## src/rtl/peripheral_ahb3_pkg.sv

```systemverilog
// rtl/peripheral_ahb3_pkg.sv - shared AHB3 transfer/burst codes, arbiter states and burst length lookup
package peripheral_ahb3_pkg;

    localparam logic [1:0] HTRANS_IDLE   = 2'b00;
    localparam logic [1:0] HTRANS_BUSY   = 2'b01;
    localparam logic [1:0] HTRANS_NONSEQ = 2'b10;
    localparam logic [1:0] HTRANS_SEQ    = 2'b11;

    localparam logic [2:0] HBURST_SINGLE = 3'd0;
    localparam logic [2:0] HBURST_INCR   = 3'd1;
    localparam logic [2:0] HBURST_WRAP4  = 3'd2;
    localparam logic [2:0] HBURST_INCR4  = 3'd3;
    localparam logic [2:0] HBURST_WRAP8  = 3'd4;
    localparam logic [2:0] HBURST_INCR8  = 3'd5;
    localparam logic [2:0] HBURST_WRAP16 = 3'd6;
    localparam logic [2:0] HBURST_INCR16 = 3'd7;

    typedef enum logic [1:0] {
        ARB_PARK   = 2'd0,
        ARB_OWNED  = 2'd1,
        ARB_BURST  = 2'd2,
        ARB_LOCKED = 2'd3
    } arb_state_t;

    // Total beats of a fixed-length burst; 0 means the burst is not protected
    // (SINGLE, INCR and any unrecognised code behave like INCR).
    function automatic logic [4:0] burst_beats(input logic [2:0] hburst);
        logic [4:0] beats;
        case (hburst)
            HBURST_WRAP4,  HBURST_INCR4:  beats = 5'd4;
            HBURST_WRAP8,  HBURST_INCR8:  beats = 5'd8;
            HBURST_WRAP16, HBURST_INCR16: beats = 5'd16;
            default:                      beats = 5'd0;
        endcase
        return beats;
    endfunction

endpackage

```

## src/rtl/peripheral_rr_select_ahb3.sv

```systemverilog
// rtl/peripheral_rr_select_ahb3.sv - combinational round-robin picker scanning upward from pointer+1
module peripheral_rr_select_ahb3
    import peripheral_ahb3_pkg::*;
#(
    parameter int MASTERS = 4,
    localparam int MW = $clog2(MASTERS)
) (
    input  logic [MASTERS-1:0] req,
    input  logic [MW-1:0]      ptr,
    output logic [MASTERS-1:0] winner,
    output logic [MW-1:0]      index,
    output logic               any
);

    logic [MW-1:0] cand;
    logic          found;

    // First asserted request after the pointer wins; the pointer itself is
    // scanned last, so a lone current owner keeps the bus.
    always_comb begin
        winner = '0;
        index  = '0;
        found  = 1'b0;
        cand   = '0;
        for (int i = 1; i <= MASTERS; i++) begin
            cand = MW'((int'(ptr) + i) % MASTERS);
            if (!found && req[cand]) begin
                found         = 1'b1;
                winner[cand]  = 1'b1;
                index         = cand;
            end
        end
    end

    assign any = |req;

endmodule

```

## src/rtl/peripheral_arbiter_ahb3.sv

```systemverilog
// rtl/peripheral_arbiter_ahb3.sv - round-robin AHB3 bus arbiter with burst and lock protection
module peripheral_arbiter_ahb3
    import peripheral_ahb3_pkg::*;
#(
    parameter int MASTERS        = 4,
    parameter int DEFAULT_MASTER = 0,
    localparam int MW = $clog2(MASTERS)
) (
    input  logic               HCLK,
    input  logic               HRESET,
    input  logic [MASTERS-1:0] HBUSREQ,
    input  logic [MASTERS-1:0] HLOCK,
    input  logic [1:0]         HTRANS,
    input  logic [2:0]         HBURST,
    input  logic               HREADY,
    input  logic               HRESP,
    output logic [MASTERS-1:0] HGRANT,
    output logic [MW-1:0]      HMASTER,
    output logic [MW-1:0]      HMASTER_D,
    output logic               HMASTLOCK
);

    localparam logic [MW-1:0]      DEF_IDX   = MW'(DEFAULT_MASTER);
    localparam logic [MASTERS-1:0] DEF_GRANT = MASTERS'(1) << DEFAULT_MASTER;

    arb_state_t         state, state_n;
    logic [MW-1:0]      ptr, ptr_n;
    logic [MW-1:0]      owner, owner_n;
    logic [3:0]         cnt, cnt_n;
    logic [MASTERS-1:0] grant_n;
    logic [4:0]         beats;
    logic               arb;

    logic [MASTERS-1:0] win_onehot;
    logic [MW-1:0]      win_idx;
    logic               win_any;

    peripheral_rr_select_ahb3 #(
        .MASTERS (MASTERS)
    ) u_rr_select (
        .req    (HBUSREQ),
        .ptr    (ptr),
        .winner (win_onehot),
        .index  (win_idx),
        .any    (win_any)
    );

    // Next-state: burst/lock tracking decides whether this edge may re-arbitrate.
    always_comb begin
        state_n = state;
        ptr_n   = ptr;
        owner_n = owner;
        cnt_n   = cnt;
        grant_n = HGRANT;
        arb     = 1'b0;
        beats   = burst_beats(HBURST);

        case (state)
            ARB_PARK, ARB_OWNED: begin
                if (HREADY) begin
                    if (HTRANS == HTRANS_NONSEQ && beats != 5'd0) begin
                        state_n = ARB_BURST;
                        cnt_n   = 4'(beats - 5'd1);
                    end else begin
                        arb = 1'b1;
                    end
                end
            end
            ARB_BURST: begin
                if (HREADY) begin
                    if (HRESP) begin
                        cnt_n   = 4'd0;
                        state_n = ARB_OWNED;
                    end else if (HTRANS == HTRANS_SEQ) begin
                        cnt_n = cnt - 4'd1;
                        if (cnt == 4'd1) begin
                            state_n = ARB_OWNED;
                            arb     = 1'b1;
                        end
                    end else if (HTRANS != HTRANS_BUSY) begin
                        cnt_n   = 4'd0;
                        state_n = ARB_OWNED;
                    end
                end
            end
            ARB_LOCKED: begin
                if (!HLOCK[owner]) begin
                    state_n = ARB_OWNED;
                end
            end
            default: begin
                state_n = ARB_OWNED;
            end
        endcase

        if (arb) begin
            if (win_any) begin
                grant_n = win_onehot;
                owner_n = win_idx;
                ptr_n   = win_idx;
                state_n = HLOCK[win_idx] ? ARB_LOCKED : ARB_OWNED;
            end else begin
                grant_n = DEF_GRANT;
                owner_n = DEF_IDX;
                state_n = ARB_PARK;
            end
        end
    end

    // Arbitration state and the registered grant.
    always_ff @(posedge HCLK or posedge HRESET) begin
        if (HRESET) begin
            state  <= ARB_PARK;
            ptr    <= DEF_IDX;
            owner  <= DEF_IDX;
            cnt    <= 4'd0;
            HGRANT <= DEF_GRANT;
        end else begin
            state  <= state_n;
            ptr    <= ptr_n;
            owner  <= owner_n;
            cnt    <= cnt_n;
            HGRANT <= grant_n;
        end
    end

    // Address/data-phase owner pipeline advances only when a transfer completes.
    always_ff @(posedge HCLK or posedge HRESET) begin
        if (HRESET) begin
            HMASTER   <= DEF_IDX;
            HMASTER_D <= DEF_IDX;
            HMASTLOCK <= 1'b0;
        end else if (HREADY) begin
            HMASTER   <= owner;
            HMASTER_D <= HMASTER;
            HMASTLOCK <= HLOCK[owner];
        end
    end

endmodule

```

## config.mk

```make
export PLATFORM = sky130hd
export DESIGN_NAME = peripheral_arbiter_ahb3
export DESIGN_NICKNAME = d
export VERILOG_FILES = /design/src/rtl/peripheral_ahb3_pkg.sv /design/src/rtl/peripheral_rr_select_ahb3.sv /design/src/rtl/peripheral_arbiter_ahb3.sv
export SDC_FILE = /design/constraint.sdc
export NUM_CORES = 1
export LEC_CHECK = 0
export BUFFER_PORTS_ARGS = -buffer_cell sky130_fd_sc_hd__buf_2
export CORE_MARGIN = 3
export CORE_UTILIZATION = 25
export DETAILED_ROUTE_END_ITERATION = 10
export PLACE_DENSITY = 0.41
export SKIP_CTS_REPAIR_TIMING = 1
export SYNTH_ARGS = -nofsm -noshare
export SYNTH_HDL_FRONTEND = slang
export SYNTH_HIERARCHICAL = 1
export SYNTH_SLANG_ARGS = --single-unit
```

## constraint.sdc

```tcl
create_clock -name HCLK -period 3.74 [get_ports HCLK]
set_input_delay 0.561 -clock HCLK [delete_from_list [all_inputs] [get_ports HCLK]]
set_output_delay 0.561 -clock HCLK [all_outputs]
set_load 0.02 [all_outputs]
```

# After elaboration in Yosys (flattened, before gate mapping)
# Index checks and enable logic that the tools add are counted.
# totals
reg_bits	19
wordCells	132
input_bits	17
# classes
muxes	60
bitwise	3
n_reduce_logical	22
magnitude_cmp	10
n_addsub	6
n_eq_ne	23
# ops
cell	n
4-bit two-way mux	11
2-bit two-way mux	16
1-bit two-way mux	19
2-bit by 3-bit < comparator with 1-bit output (second input constant)	6
5-bit case mux with 3 select lines	1
1-bit binary-select mux with 2-bit select	6
3-bit equality test (second input constant)	4
3-bit != test (second input constant)	4
4-bit bitwise OR	3
5-bit != test (second input constant)	2
1-bit demux with 2-bit select	4
2-bit equality test (second input constant)	4
2-bit by 1-bit >= comparator with 1-bit output (second input constant)	4
1-bit logical AND	8
4-bit case mux with 2 select lines	1
2-bit OR reduction	4
4-bit by 1-bit subtractor with 4-bit output (second input constant)	2
3-bit by 2-bit equality test with 1-bit output (second input constant)	2
2-bit != test (second input constant)	3
2-bit case mux with 3 select lines	1
6-bit AND reduction	1
5-bit AND reduction	1
5-bit nonzero test	1
2-bit by 1-bit adder with 2-bit output (second input constant)	2
11 further kinds	14

# Longest topological paths before layout
# Gate-level depths: netlist of the first run.
# logic_depth
ltp_word	18
depth_mapped	11
mapped_depth_nobuf	9

# Hierarchy
# The synthesis of the first run kept the hierarchy.
# modules_own_cells
mod	area_each_um2	seq_area_each_um2	cells_each	n_inst
peripheral_arbiter_ahb3	1092.3	476.7	93	1
peripheral_rr_select_ahb3	630.6	0.0	82	1

# Least setup slack after synthesis of the first run
# No wires, ideal clock.
# synth_path
path_kind	register -> register
start	register ptr[0]
end	register state[1]
setup_slack_ns	0.691
stages_incl_launch_ff	12
arrival_time_ns	2.916
n_path_buf	2
setup_ns	0.132
cell_sequence	dfrtp_1 > buf_6 > inv_1 > ha_1 > buf_2 > mux2_2 > nand2_1 > o21ai_0 > a31oi_1 > mux4_2 > a211oi_1 > o22ai_1
# synth_between
elab_chain_cells	18
# synth_rtl
element	line	text
start, declared	peripheral_arbiter_ahb3.sv:27	logic [MW-1:0] ptr, ptr_n;
start signal, assigned	peripheral_arbiter_ahb3.sv:120	ptr <= ptr_n;
2-bit by 1-bit adder with 2-bit output	peripheral_rr_select_ahb3.sv:26	cand = MW'((int'(ptr) + i) % MASTERS);
1-bit binary-select mux with 2-bit select	peripheral_rr_select_ahb3.sv:27	if (!found && req[cand]) begin
1-bit two-way mux (implied by the code)	peripheral_rr_select_ahb3.sv:27	
1-bit two-way mux	peripheral_rr_select_ahb3.sv:27	
1-bit zero test	peripheral_rr_select_ahb3.sv:27	
1-bit logical AND	peripheral_rr_select_ahb3.sv:27	
1-bit two-way mux	peripheral_rr_select_ahb3.sv:27	
1-bit zero test	peripheral_rr_select_ahb3.sv:27	
[... 3 more ...]	n/a	
1-bit logical AND	peripheral_rr_select_ahb3.sv:27	
2-bit two-way mux (*)	peripheral_rr_select_ahb3.sv:27	
named net win_idx[0]	peripheral_arbiter_ahb3.sv:35	logic [MW-1:0] win_idx;
1-bit binary-select mux with 2-bit select (*)	peripheral_arbiter_ahb3.sv:101	state_n = HLOCK[win_idx] ? ARB_LOCKED : ARB_OWNED;
1-bit two-way mux (implied by the code) (*)	peripheral_arbiter_ahb3.sv:101	
2-bit two-way mux (*)	peripheral_arbiter_ahb3.sv:101	
2-bit two-way mux (*)	peripheral_arbiter_ahb3.sv:97	if (win_any) begin
2-bit two-way mux (*)	peripheral_arbiter_ahb3.sv:96	if (arb) begin
end signal, assigned	peripheral_arbiter_ahb3.sv:119	state <= state_n;
end, declared	peripheral_arbiter_ahb3.sv:26	arb_state_t state, state_n;
# Mark *: on every way through the listed nets, which the timed path passes. The rest lies on a longest branch. The select of a mux whose other input is x is not followed.
# A chain may end at the register's enable or synchronous reset.

# Worst setup path after layout of the first run
# layout_path
start	register ptr[1]
end	register state[1]
# Same word-level chain as after synthesis.

==> results.md, run 1 <==
* CP Capture Type: flop
* Total Routed Length at 4.087 mm
* Fin. Hold Viols at 0
* Slew of the pin with the lowest slew margin at 0.7544 ns
* Register bit total from synthesis at 19
* Grt ovf at 0
* Register area share after synthesis at 27.67%
* Post-Synthesis Cells at 175
* Initial Util at 26.53%
* Warnings from Yosys at 6
* Slowest-stage cell, CP: ha_1
* Clk slew on worst S/H paths at 0.08 ns
* N_diodes at 0
* Syn_nets at 203
* Post-route cell area at 1972 sq um
* Full die area at 7924 sq um
* Ratio of cells with drive above 1 in the final layout at 31.00%
* Number of global-route vias before repair at 1325
* Crit share post-route at 81.72%
* CTS Buf Count at 3
* Final setup TNS at 0 ns
* Reg2reg start: ptr[1]$_DFFE_PP0P_
* Max-cap check violation count at 0
* Clock Path Buffers at 2
* Die height at 89.02 microns
* Placed instance area at 1926 sq um
* Antenna Nets Post-Route at 0
* CTS tree: built
* Final Power at 1.564 mW
* DP HPWL at 3.097 mm
* Fmax at 0.3272 GHz
* Critical R2R Capture: state[1]$_DFFE_PP0P_
* CP Max Fanout at 13
* Leakage Power at 0.8594 nW
* Critical Path Max Stage Delay at 0.63 ns
* EDFF count, synth at 0
* Power Dens Cells at 793.0 nW/um^2
* Clock root cell: clkbuf_8
* Worst path cell trace: inv_1, ha_1, mux2_2, nand2_1, o21ai_0, a31oi_1, mux4_2, a211oi_1, o22ai_1
* Row count at 29
* DP Cell Count at 273
* Met3 track demand over resource at 2.304%
* 1st-pass router iterations at 4
* CTS sink cnt at 19
* Fin. max-slew vios at 0
* Peak VDD IR at 0.2273 mV
* DRC at 0
* Mapped Avg Cell Area at 9.845 sq um
* Gpl congestion at 0.7877
* Critical Path RT at 3.88 ns
* Ys flop type: dfrtp_1
* Total core area at 6495 sq um
* Post-Syn Area at 1723 sq um
* Initial antenna violation count at 0
* Layout area overhead at 14.45%
* Total track usage at 10.80%
* Final std cells w/o fill at 277
* DR iter-0 viols at 66
* Critical path class: reg -> reg
* Worst path buffer plus inverter count at 1
* Via count at 1404
* Clk_lat worst skew at 0.26 ns
* Status: complete, no violations
* Largest net degree at the start of global routing at 20
* Fin util at 30.36%
* Signal arrival time at the worst endpoint at 3.19 ns
* HP Class: in -> async
* Average wire per cell in the routed design at 14.75 microns
* Setup violations, final at 0
* R2r setup slk at 0.68 ns
* Die Span X at 89.02 microns
* Crit path max-delay family: multiplexers
* Via/cell ratio at 5.069
* Startpoint types: flop
* Distinct cell type count after synthesis at 47
* R2r worst-path depth at 9
* Port Buffer Count at 24
* H-tree depth at 1
* Met1 Usage GRT at 16.55%
* Async S/R FF share, synth at 100.0%
* # IOs at 26
* Worst relative slew slack at 49.65%
* RSZ-0062 raised after global routing: no
* Nets at 229
* Met2 Usage GRT at 15.79%
* Period minus WS final at 3.056 ns
* Clock Skew at 0.002121 ns
* # fillers at 683
* Grt peak-use layer: met1
* First-pass GRT wire length at 6.768 mm
-- power breakdown --
part           switching, mW  total, mW  internal [mW]
logic                  0.567       1.04          0.470
registers             0.0692      0.378          0.308
clock network         0.0751      0.149         0.0742
total                  0.711       1.56          0.852
-- state kept, by name (all words and copies together), names as in the netlist --
signal	count
HMASTLOCK	1
HMASTER	2
state	2
owner	2
HMASTER_D	2
cnt	4
ptr	2
HGRANT	4
-- kinds of logic after synthesis --
kind of cell	after synthesis	synth area share, %
and+or+nand+nor	58	19.10
AOI/OAI and AO/OA	49	22.22
muxes	22	18.95
DFF	19	27.67
buffers and inverters	16	4.067
adders and majority gates	11	7.988
-- placed cells by master, fill, tap and decap left out, types with 2 or more instances in the layout --
master / n
mux2_4: 6
o311ai_0: 2
dfrtp_1: 18
mux2i_1: 2
o22ai_1: 7
clkbuf_8: 3
nor2b_1: 3
o2bb2ai_1: 8
nand2b_1: 9
mux2i_4: 3
nor3b_1: 3
mux2_2: 8
o21ai_0: 10
a31oi_1: 2
nand2_1: 9
inv_1: 11
o31ai_1: 3
a211oi_1: 4
nand4_1: 2
a2111oi_1: 3
nor3_1: 2
buf_4: 2
ha_1: 11
nor2_1: 13
buf_2: 24
mux4_2: 2
and3_1: 9
-- through the flow --
| step | setup WS, ns | hold WS, ns |
|---|---|---|
| after CTS | 0.6329 | 0.4574 |
| after global placement | 0.6477 | 0.4880 |
| final | 0.6836 | 0.4239 |
| after detailed placement | 0.6198 | 0.4938 |
| after floorplan | 0.6914 | 0.4701 |
| after global routing | 0.3449 | 0.5034 |
-- metal layers --
metal	wire [microns]	vias to the layer above	share of wire (%)
met5	0	-	0
li1	-	709	-
met2	1851	23	45
met1	2085	670	51
met3	123	2	3.0
met4	27	0	0.66
-- Yosys cell counts (2+ instances only) --
| cell type | instances | area [sq um] |
|---|---|---|
| dfrtp_1 | 18 | 450.4 |
| o2bb2ai_1 | 8 | 70.07 |
| nor3b_1 | 3 | 22.52 |
| o22ai_1 | 7 | 43.79 |
| nor3_1 | 2 | 10.01 |
| a31oi_1 | 2 | 12.51 |
| a2111oi_1 | 3 | 30.03 |
| o311ai_0 | 2 | 17.52 |
| and3_1 | 9 | 56.30 |
| nand4_1 | 2 | 12.51 |
| mux2i_4 | 3 | 67.56 |
| nand2_1 | 9 | 33.78 |
| ha_1 | 11 | 137.6 |
| mux4_2 | 2 | 45.04 |
| nor2_1 | 13 | 48.80 |
| mux2_2 | 8 | 90.09 |
| buf_2 | 2 | 10.01 |
| a211oi_1 | 4 | 30.03 |
| nor2b_1 | 3 | 18.77 |
| nand2b_1 | 9 | 56.30 |
| mux2_4 | 6 | 90.09 |
| o31ai_1 | 3 | 22.52 |
| clkbuf_1 | 2 | 7.510 |
| o21ai_0 | 10 | 50.05 |
| mux2i_1 | 2 | 20.02 |
| inv_1 | 11 | 41.29 |
-- how the worst max path moves through the flow --
stage               slack (ns)               start                    to  depth (start not counted)
global route              0.34  ptr[1]$_DFFE_PP0P_  state[1]$_DFFE_PP0P_                          9
finish                    0.68  ptr[1]$_DFFE_PP0P_  state[1]$_DFFE_PP0P_                          9
detailed placement        0.62  ptr[1]$_DFFE_PP0P_  state[1]$_DFFE_PP0P_                          9
CTS                       0.63  ptr[1]$_DFFE_PP0P_  state[1]$_DFFE_PP0P_                          9
floorplan                 0.69  ptr[0]$_DFFE_PP0P_  state[1]$_DFFE_PP0P_                         11
global placement          0.65  ptr[1]$_DFFE_PP0P_  state[1]$_DFFE_PP0P_                          9
-- layout make-up --
cell class                 instances  area, sq um  share of cell area (%)
multi-input combinational        140         1176                   59.64
sequential                        19        476.7                   24.18
timing repair buffer              26        135.1                   6.853
tap                               77        96.34                   4.886
clock buffer                       3        41.29                   2.094
inverter                          11        41.29                   2.094
clock inverter                     1        5.005                  0.2538
No activity file was read; power rests on OpenSTA's default activity.
==> inputs of run 2 (changes only) <==
Clock period 3.74 ns to 3.1 ns, I/O delays scaled along.
==> run 2 against run 1 <==
Net effect:
- cell count rose by 0.72%
- critical path depth unchanged
- largest power group unchanged
- worst hold slack worse by 0.084 ns
- routed wire length shrank 0.20%
- clock skew up 0.0012 ns
- first-iteration DRC count rose by 4.5%
==> results.md, run 2 (synthesis results as in run 1) <==
* Status: complete, no violations
* Worst path cell trace: inv_1, ha_1, mux2_2, nand2_1, o21ai_0, a31oi_1, mux4_2, a211oi_1, o22ai_1
* Clock Skew at 0.003321 ns (+0.001200 ns)
* Layout area overhead at 15.32%
* Gpl congestion at 0.7624 (-3.2%)
* Most common cell after layout, fill and taps aside: buf_2
* Clk_lat worst skew at 0.26 ns (about the same)
* CTS Buf Count at 3 (unchanged)
* DP HPWL at 3.110 mm (+0.41%)
* Worst relative slew slack at 48.12% (-1.5 points)
* Ratio of cells with drive above 1 in the final layout at 31.68% (+0.68 points)
* Critical path class: reg -> reg
* Die height at 89.02 microns (unchanged)
* Leading registers by flop count: HGRANT: 4 flops, cnt: 4 flops
* HP Class: in -> async
* Port Buffer Count at 24 (unchanged)
* Die Span X at 89.02 microns (unchanged)
* First-pass GRT wire length at 6.803 mm (+0.52%)
* Comb pwr share at 66.9% (+0.6 points)
* Nets at 231 (+0.87%)
* Period minus WS final at 2.801 ns (-0.2555 ns)
* Pint at 1.051 mW (+23%)
* Row count at 29 (unchanged)
* DRC at 0 (unchanged)
* Seq pwr share at 23.9% (-0.3 points)
* Net Sw Frac at 45.15% (-0.35 points)
* CP Max Fanout at 6 (-7)
* Hold WS at 0.3395 ns (-0.08434 ns)
* Leakage Power at 0.8689 nW (+1.1%)
* Via/cell ratio at 5.025 (-0.86%)
* Power Dens Cells at 964.3 nW/um^2 (+22%)
* Antenna Nets Post-Route at 0 (unchanged)
* Place WS at 0.2731 ns (-0.3467 ns)
* Slowest-stage cell, CP: mux4_2
* Via count at 1402 (-0.14%)
* Fin. max-slew vios at 0 (unchanged)
* Clk slew on worst S/H paths at 0.08 ns (about the same)
* Fmax at 0.3570 GHz (+9.1%)
* Placed instance area at 1941 sq um (+0.78%)
* P_sw at 0.8651 mW (+22%)
* Fin. Hold Viols at 0 (unchanged)
* Clock root cell: clkbuf_8
* Commonest cells after routing, fill and taps aside: 24 x buf_2, 18 x dfrtp_1, 13 x nor2_1
* Max-cap check violation count at 0 (unchanged)
* Full die area at 7924 sq um (unchanged)
* Clk pwr share at 9.2% (-0.3 points)
* Total track usage at 10.83% (+0.029 points)
* Total core area at 6495 sq um (unchanged)
* DR iter-0 viols at 69 (+4.5%)
* Number of global-route vias before repair at 1356 (+2.3%)
* H-tree depth at 1 (unchanged)
* N_diodes at 0 (unchanged)
* CTS tree: built
* CTS sink cnt at 19 (unchanged)
* Setup violations, final at 0 (unchanged)
* Average wire per cell in the routed design at 14.62 microns (-0.91%)
* Slew of the pin with the lowest slew margin at 0.7773 ns (+0.02292 ns)
* Final Power at 1.916 mW (+23%)
* Crit share post-route at 90.35% (+8.6 points)
* Total Routed Length at 4.079 mm (-0.20%)
* CP Capture Type: flop
* Peak VDD IR at 0.3131 mV (+38%)
* Worst Setup Slack, final at 0.2991 ns (-0.3845 ns)
* Critical Path Max Stage Delay at 0.56 ns (-0.07 ns)
* # IOs at 26 (unchanged)
* 1st-pass router iterations at 4 (unchanged)
* Initial Util at 26.53% (unchanged)
* Startpoint types: flop
* Post-route cell area at 1987 sq um (+0.76%)
* Largest net degree at the start of global routing at 20 (unchanged)
* RSZ-0062 raised after global routing: no
* Final setup TNS at 0 ns (unchanged)
* Signal arrival time at the worst endpoint at 2.94 ns (-0.25 ns)
* Initial antenna violation count at 0 (unchanged)
* Critical Path RT at 3.24 ns (-0.64 ns)
* Clock Path Buffers at 2 (unchanged)
* Grt ovf at 0 (unchanged)
* # fillers at 699 (+2.3%)
==> run 2: path summary, 6_finish.rpt <==
kind,start,endpoint,slack [ns],depth (start not counted)
max,ptr[0]$_DFFE_PP0P_,state[1]$_DFFE_PP0P_,0.30,9
min,HRESET,state[1]$_DFFE_PP0P_,0.34,2
max reg2reg,ptr[0]$_DFFE_PP0P_,state[1]$_DFFE_PP0P_,0.30,9
min reg2reg,HMASTLOCK$_DFFE_PP0P_,HMASTLOCK$_DFFE_PP0P_,0.51,1
max in group asynchronous,HRESET,cnt[3]$_DFFE_PP0P_,2.28,2
min in group HCLK,HMASTLOCK$_DFFE_PP0P_,HMASTLOCK$_DFFE_PP0P_,0.51,1
==> run 2: through the flow <==
step / utilization [%] / cells
6_report: 30.59 / 279
5_1_grt: 30.59 / 279
4_1_cts: 30.59 / 279
3_5_place_dp: 29.88 / 275
3_3_place_gp: 29.88 / 275
2_1_floorplan: - / 175
==> run 2: cell type report <==
class	instances	area, sq um	share of cell area (%)
clock buffers	3	41.29	2.078
inverters	11	41.29	2.078
multi-input cells	140	1176	59.19
clock inverters	1	5.005	0.2519
flip-flops and latches	19	476.7	23.99
well taps	77	96.34	4.849
repair buffers	28	150.1	7.557
==> run 2: power groups by stage <==
| stage | logic [mW] | registers (mW) | clock network, mW |
|---|---|---|---|
| final | 1.28 | 0.457 | 0.177 |
| after global placement | 1.29 | 0.465 | 0 |
| after global routing | 1.44 | 0.477 | 0.198 |
| after floorplan | 0.901 | 0.541 | 0 |
| after detailed placement | 1.29 | 0.463 | 0 |
| after CTS | 1.29 | 0.458 | 0.189 |
==> run 2: critical path: cells and delay by family, from the launching register on <==
kind                     cells  cell delay [ns]
flip-flops                   1             0.34
adder cells (fa/ha/maj)      1             0.44
buffers and inverters        1             0.11
AO/OA/AOI/OAI                4             0.78
AND/OR/NAND/NOR              1             0.09
multiplexers                 2             0.92
==> run 2: layer usage <==
layer / global-route usage, % / vias to the layer above / wire [microns]
met4: 1.759 / 0 / 27
met1: 16.60 / 671 / 2191
met5: 0 / - / 0
met2: 15.79 / 15 / 1771
li1: - / 714 / -
met3: 2.304 / 2 / 89
==> inputs of run 3 (changes only) <==
Settings changed: CTS_CLUSTER_SIZE set to 20, GPL_TIMING_DRIVEN set to 0.
==> run 3 against run 2 <==
Net effect:
- clock power is 3% lower
- via count is 5.0% higher
- final area is 6.8% higher
- cell count is 4.7% higher
- critical path type unchanged
- register-to-register slack worse by 0.15 ns
- clock skew is 0.0023 ns lower
- sequential cell count stayed put
- clock-buffer cell count stayed put
- sequential share of layout area is 1.4 points lower
- sequential power is 3% higher
==> results.md, run 3 (synthesis results as in run 1) <==
* Most common cell after layout, fill and taps aside: buf_2
* Sequential Area at 479.2 sq um (+0.53%)
* Fin. max-slew vios at 0 (unchanged)
* Worst path buffer plus inverter count at 3 (+2)
* Clock Path Buffers at 2 (unchanged)
* Via/cell ratio at 5.041 (+0.32%)
* Reg2reg start: ptr[0]$_DFFE_PP0P_
* Fin util at 32.67% (+2.1 points)
* Ratio of cells with drive above 1 in the final layout at 37.67% (+6.0 points)
* Period minus WS final at 2.955 ns (+0.1543 ns)
* Total core area at 6495 sq um (unchanged)
* Crit path max-delay family: multiplexers
* Placed instance area at 1934 sq um (-0.32%)
* Peak VDD IR at 0.2677 mV (-14%)
* Layout area overhead at 23.17%
* Critical Path RT at 3.23 ns (about the same)
* Leading registers by flop count: HGRANT: 4 flops, cnt: 4 flops
* Crit share post-route at 95.33% (+5.0 points)
* Final std cells w/o fill at 292 (+4.7%)
* Most used cell, CP: buf_8
* R2r setup slk at 0.14 ns (-0.15 ns)
* Die Span X at 89.02 microns (unchanged)
* Total Routed Length at 4.212 mm (+3.3%)
* CP Max Fanout at 10 (+4)
* Clk slew on worst S/H paths at 0.07 ns (about the same)
* Clk_lat worst skew at 0.25 ns (about the same)
* # IOs at 26 (unchanged)
* DR iter-0 viols at 47 (-32%)
* DP HPWL at 3.126 mm (+0.52%)
* Multi-input gate area at 1200 sq um (+2.0%)
* Leakage Power at 0.9246 nW (+6.4%)
* N_diodes at 0 (unchanged)
* Max-cap check violation count at 0 (unchanged)
* CTS Buf Count at 3 (unchanged)
* Startpoint types: flop
* Critical path class: reg -> reg
* Signal arrival time at the worst endpoint at 3.09 ns (+0.15 ns)
* First-pass GRT wire length at 6.865 mm (+0.91%)
* Fin. Hold Viols at 0 (unchanged)
* R2r worst-path depth at 11 (+2)
* Clock root cell: clkbuf_8
* Status: complete, no violations
* Full die area at 7924 sq um (unchanged)
* Critical Path Max Stage Delay at 0.57 ns (about the same)
* Final Power at 2.123 mW (+11%)
* HP Class: in -> async
* H-tree depth at 1 (unchanged)
* CTS sink cnt at 19 (unchanged)
* # fillers at 683 (-2.3%)
* Port Buffer Count at 23 (-4.2%)
* DRC at 0 (unchanged)
* Initial Util at 26.53% (unchanged)
* Critical R2R Capture: state[1]$_DFFE_PP0P_
* Post-route cell area at 2122 sq um (+6.8%)
* Worst relative slew slack at 50.41% (+2.3 points)
* Commonest cells after routing, fill and taps aside: 24 x buf_2, 16 x dfrtp_1, 13 x nor2_1, 13 x buf_4
* 1st-pass router iterations at 4 (unchanged)
* Nets at 244 (+5.6%)
* RSZ-0062 raised after global routing: no
* Via count at 1472 (+5.0%)
* Largest net degree at the start of global routing at 20 (unchanged)
* Row count at 29 (unchanged)
* Worst path cell trace: buf_8, clkinvlp_4, ha_4, buf_8, mux2_2, nand2_1, o21ai_0, a31oi_2, mux4_2, a211oi_2, o22ai_1
* Number of global-route vias before repair at 1350 (-0.44%)
* CP Capture Type: flop
* Initial antenna violation count at 0 (unchanged)
* Clock Skew at 0.0009826 ns (-0.002339 ns)
* Total track usage at 10.79% (-0.036 points)
* Antenna Nets Post-Route at 0 (unchanged)
* Slowest-stage cell, CP: mux4_2
* Setup violations, final at 0 (unchanged)
* Average wire per cell in the routed design at 14.42 microns (-1.3%)
* Grt ovf at 0 (unchanged)
* Die height at 89.02 microns (unchanged)
* Gpl congestion at 0.7666 (+0.55%)
* Fmax at 0.3384 GHz (-5.2%)
* Slew of the pin with the lowest slew margin at 0.7430 ns (-0.03431 ns)
* DP Cell Count at 275 (unchanged)
* CTS tree: built
* Power Dens Cells at 1000 nW/um^2 (+3.7%)
run 3: changes by cell type in the layout (fill, tap and decap cells not counted), sizes merged:
cell      previous run  this run
clkbuf               3         5
clkinvlp             0         1
inv                 11        10
buf                 28        39
run 3: area by class of cell:
type / instances / area share [%]
buffer: 5 / 2.005
clock buffer: 3 / 1.946
clock inverter: 1 / 0.2358
inverter: 11 / 2.123
multi-input combinational: 140 / 56.54
sequential: 19 / 22.58
tap: 77 / 4.540
timing repair buffer: 36 / 10.02
run 3: worst max path at each step:
stage                  startpoint              endpoint  slack, ns  cells after the start
6_report       ptr[0]$_DFFE_PP0P_  state[1]$_DFFE_PP0P_       0.14                     11
5_1_grt        ptr[0]$_DFFE_PP0P_  state[1]$_DFFE_PP0P_       0.01                     11
4_1_cts        ptr[0]$_DFFE_PP0P_  state[1]$_DFFE_PP0P_      -0.46                     11
3_5_place_dp   ptr[0]$_DFFE_PP0P_  state[1]$_DFFE_PP0P_      -0.44                     11
3_3_place_gp   ptr[0]$_DFFE_PP0P_  state[1]$_DFFE_PP0P_      -0.54                     11
2_1_floorplan  ptr[0]$_DFFE_PP0P_  state[1]$_DFFE_PP0P_       0.05                     11
run 3: where the power goes:
part | leakage (nW) | switching (mW) | total [mW] | internal, mW
Combinational | 0.675 | 0.745 | 1.48 | 0.733
Sequential | 0.224 | 0.0964 | 0.472 | 0.375
Clock | 0.0255 | 0.0830 | 0.172 | 0.0892
run 3: metrics by stage:
stage / hold WS [ns] / setup TNS (ns) / setup WS [ns]
CTS: 0.3662 / -0.4646 / -0.4646
finish: 0.3283 / 0 / 0.1448
floorplan: 0.4154 / 0 / 0.05141
global route: 0.4072 / 0 / 0.01170
global placement: 0.4863 / -0.5371 / -0.5371
detailed placement: 0.4946 / -0.4440 / -0.4440
run 3: per-layer routing:
layer  GRT usage, %  routed length (microns)
met5              0                        0
met2          15.99                     1919
met4         0.8119                       14
met1          16.72                     2169
met3          2.304                      110
